`src/rtl/ir_grid_scanner.sv`:
```
// 4x4 IR sensor matrix scanner: drives one row per dwell, debounces each cell across frames.
// Optional build macro IR_STICKY_TRACE_EN latches cells that have been traced until `clear`.
module ir_grid_scanner #(
  parameter int SCAN_DIV = 1024,
  parameter int DEBOUNCE = 3
) (
  input  logic        clk,
  input  logic        reset,
  input  logic        clear,
  output logic [3:0]  ir_row_drive,
  input  logic [3:0]  ir_col_sense,
  output logic [15:0] ir_out,
  output logic        frame_done,
  output logic [4:0]  active_count
);

  localparam int DW = $clog2(SCAN_DIV);

  logic [DW-1:0] dwell;
  logic [1:0]    row;
  logic          sample;
  logic [2:0]    cnt      [16];
  logic [2:0]    cnt_next [16];
  logic [15:0]   stable, stable_next, out_next;
  logic [4:0]    pop_next;

  always_comb sample = (dwell == DW'(SCAN_DIV - 1));
  always_comb ir_row_drive = 4'b0001 << row;

  // Only the four cells of the row being sampled are evaluated; the rest hold.
  always_comb begin
    stable_next = stable;
    cnt_next    = cnt;
    for (int unsigned i = 0; i < 16; i++) begin
      if (sample && (2'(i >> 2) == row)) begin
        if (ir_col_sense[2'(i & 3)] == stable[i]) begin
          cnt_next[i] = '0;
        end else if (({1'b0, cnt[i]} + 4'd1) == 4'(DEBOUNCE)) begin
          stable_next[i] = ~stable[i];
          cnt_next[i]    = '0;
        end else begin
          cnt_next[i] = cnt[i] + 3'd1;
        end
      end
    end
  end

`ifdef IR_STICKY_TRACE_EN
  logic [15:0] traced, traced_next, row_mask;

  // A cell traces on its own sample; clear wins over a same-edge set.
  always_comb begin
    row_mask    = 16'h000F << {row, 2'b00};
    traced_next = traced;
    if (sample) traced_next = traced | (stable_next & row_mask);
    if (clear)  traced_next = '0;
  end

  always_ff @(posedge clk) begin
    if (reset) traced <= '0;
    else       traced <= traced_next;
  end

  always_comb out_next = traced_next;
`else
  logic unused_clear;
  always_comb unused_clear = clear;
  always_comb out_next = stable_next;
`endif

  always_comb begin
    pop_next = '0;
    for (int unsigned i = 0; i < 16; i++) pop_next = pop_next + 5'(out_next[i]);
  end

  always_ff @(posedge clk) begin
    if (reset) begin
      row          <= '0;
      dwell        <= '0;
      stable       <= '0;
      ir_out       <= '0;
      frame_done   <= 1'b0;
      active_count <= '0;
      for (int unsigned i = 0; i < 16; i++) cnt[i] <= '0;
    end else begin
      if (sample) begin
        dwell <= '0;
        row   <= row + 2'd1;
      end else begin
        dwell <= dwell + DW'(1);
      end
      stable       <= stable_next;
      cnt          <= cnt_next;
      ir_out       <= out_next;
      frame_done   <= sample && (row == 2'd3);
      active_count <= pop_next;
    end
  end

endmodule

```
`config.mk`:
```
export PLATFORM = sky130hd
export DESIGN_NAME = ir_grid_scanner
export DESIGN_NICKNAME = d
export VERILOG_FILES = /design/src/rtl/ir_grid_scanner.sv
export SDC_FILE = /design/constraint.sdc
export NUM_CORES = 1
export LEC_CHECK = 0
export ABC_CLOCK_PERIOD_IN_PS = 6700
export CAP_MARGIN = 20
export CORE_ASPECT_RATIO = 0.5
export CORE_MARGIN = 4
export CORE_UTILIZATION = 31
export DETAILED_ROUTE_END_ITERATION = 7
export SLEW_MARGIN = 20
export SYNTH_ARGS = -nofsm -noshare
export SYNTH_HDL_FRONTEND = slang
export SYNTH_SLANG_ARGS = --single-unit
export TNS_END_PERCENT = 5
```
`constraint.sdc`:
```
create_clock -name clk -period 6.7 [get_ports clk]
set_input_delay 1.34 -clock clk [delete_from_list [all_inputs] [get_ports clk]]
set_output_delay 1.34 -clock clk [all_outputs]
set_load 0.005 [all_outputs]
```
==> results <==
- After global routing the overflow that remains totals 0.
- For this run, the post-layout net count is 623.
- A synthesized cell averages 9.08 um^2.
- In this run, placement finished with an instance count of 757.
- Static timing analysis puts the maximum clock frequency at 0.188 GHz.
- The clock insertion delay at the later pin of the skew report is 340 ps.
- The worst hold path class is flop to flop.
- STA puts the critical path data arrival time at 5520 ps.
- The post-synth design cell area is 4950 um^2.
- Summed over all cells, the static leakage comes to 2.14 nW.
- Counting the buffers created by CTS gives 9.
- The number of max-cap violations is 0.
- The port buffer count is 31.
- The number of global-route vias before repair is 3620.
- The clock drives 82 sinks.
- For this run, the detailed router's first-pass iteration total came to 4.
- In this run the number of H-tree levels came out at 3.
- When the netlist entered floorplanning its net count stood at 604.
- The count of final max-slew check failures is 0.
- The number of post-CTS setup repair buffers is 0.
- The count of nets left with antenna violations once routing finished came out at 0.
- The global router's overall resource usage is 12.0%.
- The power consumption is 1.02 mW.
- By area the synthesized netlist is led by dfxtp_1, ha_1, a2111o_1.
- In this run the biggest area consumer among cell types represents 33.2% of the synthesized area.
- The repair_antennas step left the layout with diodes totalling 0.
- The initial utilization of the core area, before any placement, comes to 31.9%.
- The die covers 18200 um^2.
- The clock slew seen by the registers of the worst setup and hold paths is 60 ps.
- The number of cells upsized or downsized after cts is 0.
- The final design utilization is 36.7%.
- STA classifies the critical path endpoint as a flop.
- The predominant post-synthesis flop cell is dfxtp_1.
- Setup violations remaining at the end of the flow were counted as 0.
- The number of warning messages in the yosys log is 0.
- The summed negative setup slack over all endpoints is 0 ps.
- Data on the critical path is required at its endpoint by 6900 ps.
- For this run, design rule violations remaining after detail routing come to 0.
- Pin placement for this block handled 33 I/O pins.
- The cell at the root of the clock tree is clkbuf_16.
- Dividing total power by cell area gives a power density of 179 nW/um^2.
- The sort of element at the start of the critical path is a flop.
- The number of enable-type register cells in the synthesized netlist is 0.
- The half-perimeter wire length after placement is 7350 um.
- The top fanout value on the critical path is 22.
- At the end of routability-driven placement, the weighted congestion stood at 0.739.
- The number of placement rows is 32.
- After detailed routing, the average wire length per cell comes to 13.7 um.
- The number of antenna violations at the first check in global routing is 0.
- After technology mapping, the gate count stands at 545.
- The measured slew at the worst slew-check pin is 806 ps.
- The finished layout holds 772 standard cells, fillers aside.
- The count of different cell masters after synthesis is 33.
- Detailed routing inserted a total of 3799 vias.
- Counting I/O delays and the setup requirement, the final critical path takes 5320 ps.
- After synthesis, flip-flops and latches occupy 33.2% of the total area.
- The horizontal die dimension is 187 um.
- The run finished with clean final reports.
- The final layout contains routed wiring with a total length of 10600 um.
- The core region is 15500 um^2.
- dfxtp_1 is the most common cell in the netlist.
- The initial detailed-routing violation count is 152.
- The critical path class is flop to flop.
- The average vias per placed instance is 4.92.
- The number of hold violations in the final report is 0.
- The area added between synthesis and finish is 15.1%.
- Entering global routing, the biggest net connects 41 pins.
- The clock tree from TritonCTS is yes.
- The clock skew after layout is 6.43 ps.
- The floorplan step set the die height to 97.4 um.
- In this run, synthesis produced a sequential element count of 82.
- The worst-case vdd ir drop is 0.000106 V.
- The cell type with the highest aggregate area in the netlist is dfxtp_1.
- The ratio of cells with drive above 1 in the final layout is 5.63%.
- The fraction of registers with async set/reset is 0%.
- The wire length of the first global-routing pass is 17900 um.
- After clock tree synthesis, the flow added hold-fix buffers numbering 0.
- The max-slew headroom at the worst pin is 46.2%.
- The final hold slack is 450 ps.
- The final clock period utilization by the worst path is 79.4%.
- Setup repair after global routing left no endpoint under its margin.
- The commonest cells after synthesis are dfxtp_1, a21oi_1, nor2_1.
- No sink is reached through more buffers than the 2 on the longest clock path.
## metrics by stage
step                      cell area [um^2]  worst slack [ps]
after detailed placement              5410              1160
after global routing                  5700              1100
after CTS                             5700              1340
after global placement                5410              1170
after floorplan                       4950              1900
final                                 5700              1380
## area by class of cell
type	count	area [um^2]
Fill cell	1561	9840
Multi-Input combinational cell	404	3060
Sequential cell	82	1640
Timing Repair Buffer	34	328
Tap cell	204	255
Clock buffer	12	246
Inverter	33	124
Clock inverter	3	40.0
## flip-flops by register name (all words and copies together), names as in the netlist
name	cells
dwell	10
row	2
stable	16
frame_done	1
active_count	5
cnt	48
## power by group
group          switching [mW]  total, mW  internal [mW]
clock network           0.196      0.492          0.296
logic                  0.0247     0.0356         0.0110
registers             0.00125      0.490          0.489
## path summary, 6_finish.rpt
| path | from | end | slack [ps] | cells past startpoint |
|---|---|---|---|---|
| worst min register to register | dwell[0]$_SDFF_PP0_ | dwell[0]$_SDFF_PP0_ | 450 | 1 |
| worst max register to register | dwell[0]$_SDFF_PP0_ | active_count[4]$_SDFF_PP0_ | 1380 | 15 |
| worst min-delay path | dwell[0]$_SDFF_PP0_ | dwell[0]$_SDFF_PP0_ | 450 | 1 |
| worst max-delay path | dwell[0]$_SDFF_PP0_ | active_count[4]$_SDFF_PP0_ | 1380 | 15 |
## cell families after synthesis
logic type      after synthesis  share of synthesized area [%]
compound gates              133                           19.0
xor+xnor                     26                           4.60
fa+ha+maj                    52                           14.7
buf+inv                      59                           4.98
flops                        82                           33.2
mux                          33                           6.93
simple gates                160                           16.7
## critical path, stage by stage (launching register included)
cell and delay (ps):
dfxtp_1 350, ha_1 230, nand4_2 320, or3_4 600, or3_1 410, mux2_2 310
fa_1 540, inv_1 50, fa_1 470, inv_1 50, fa_1 540, fa_1 420
ha_1 230, fa_1 410, a21oi_1 170, nor3b_1 60
## layout by cell type, fill, tap and decap left out, types with 17 or more instances in the layout
| master | instances |
|---|---|
| o21ai_0 | 17 |
| nand2b_1 | 18 |
| xnor2_1 | 23 |
| inv_1 | 33 |
| a21oi_1 | 51 |
| ha_1 | 42 |
| clkdlybuf4s50_1 | 30 |
| a2111o_1 | 28 |
| nand3_1 | 22 |
| nor2_1 | 49 |
| dfxtp_1 | 82 |
| mux2i_1 | 23 |
| nand2_1 | 34 |
## metal layers
metal  GRT usage, %  wire length [um]  vias to the layer above
li1               -                 -                     1973
met3           3.34               256                       10
met1           15.7              5230                     1789
met2           19.9              5000                       27
met5              0                 0                        -
met4           2.73                98                        0
Note: power is estimated with default switching activity, not from simulation.
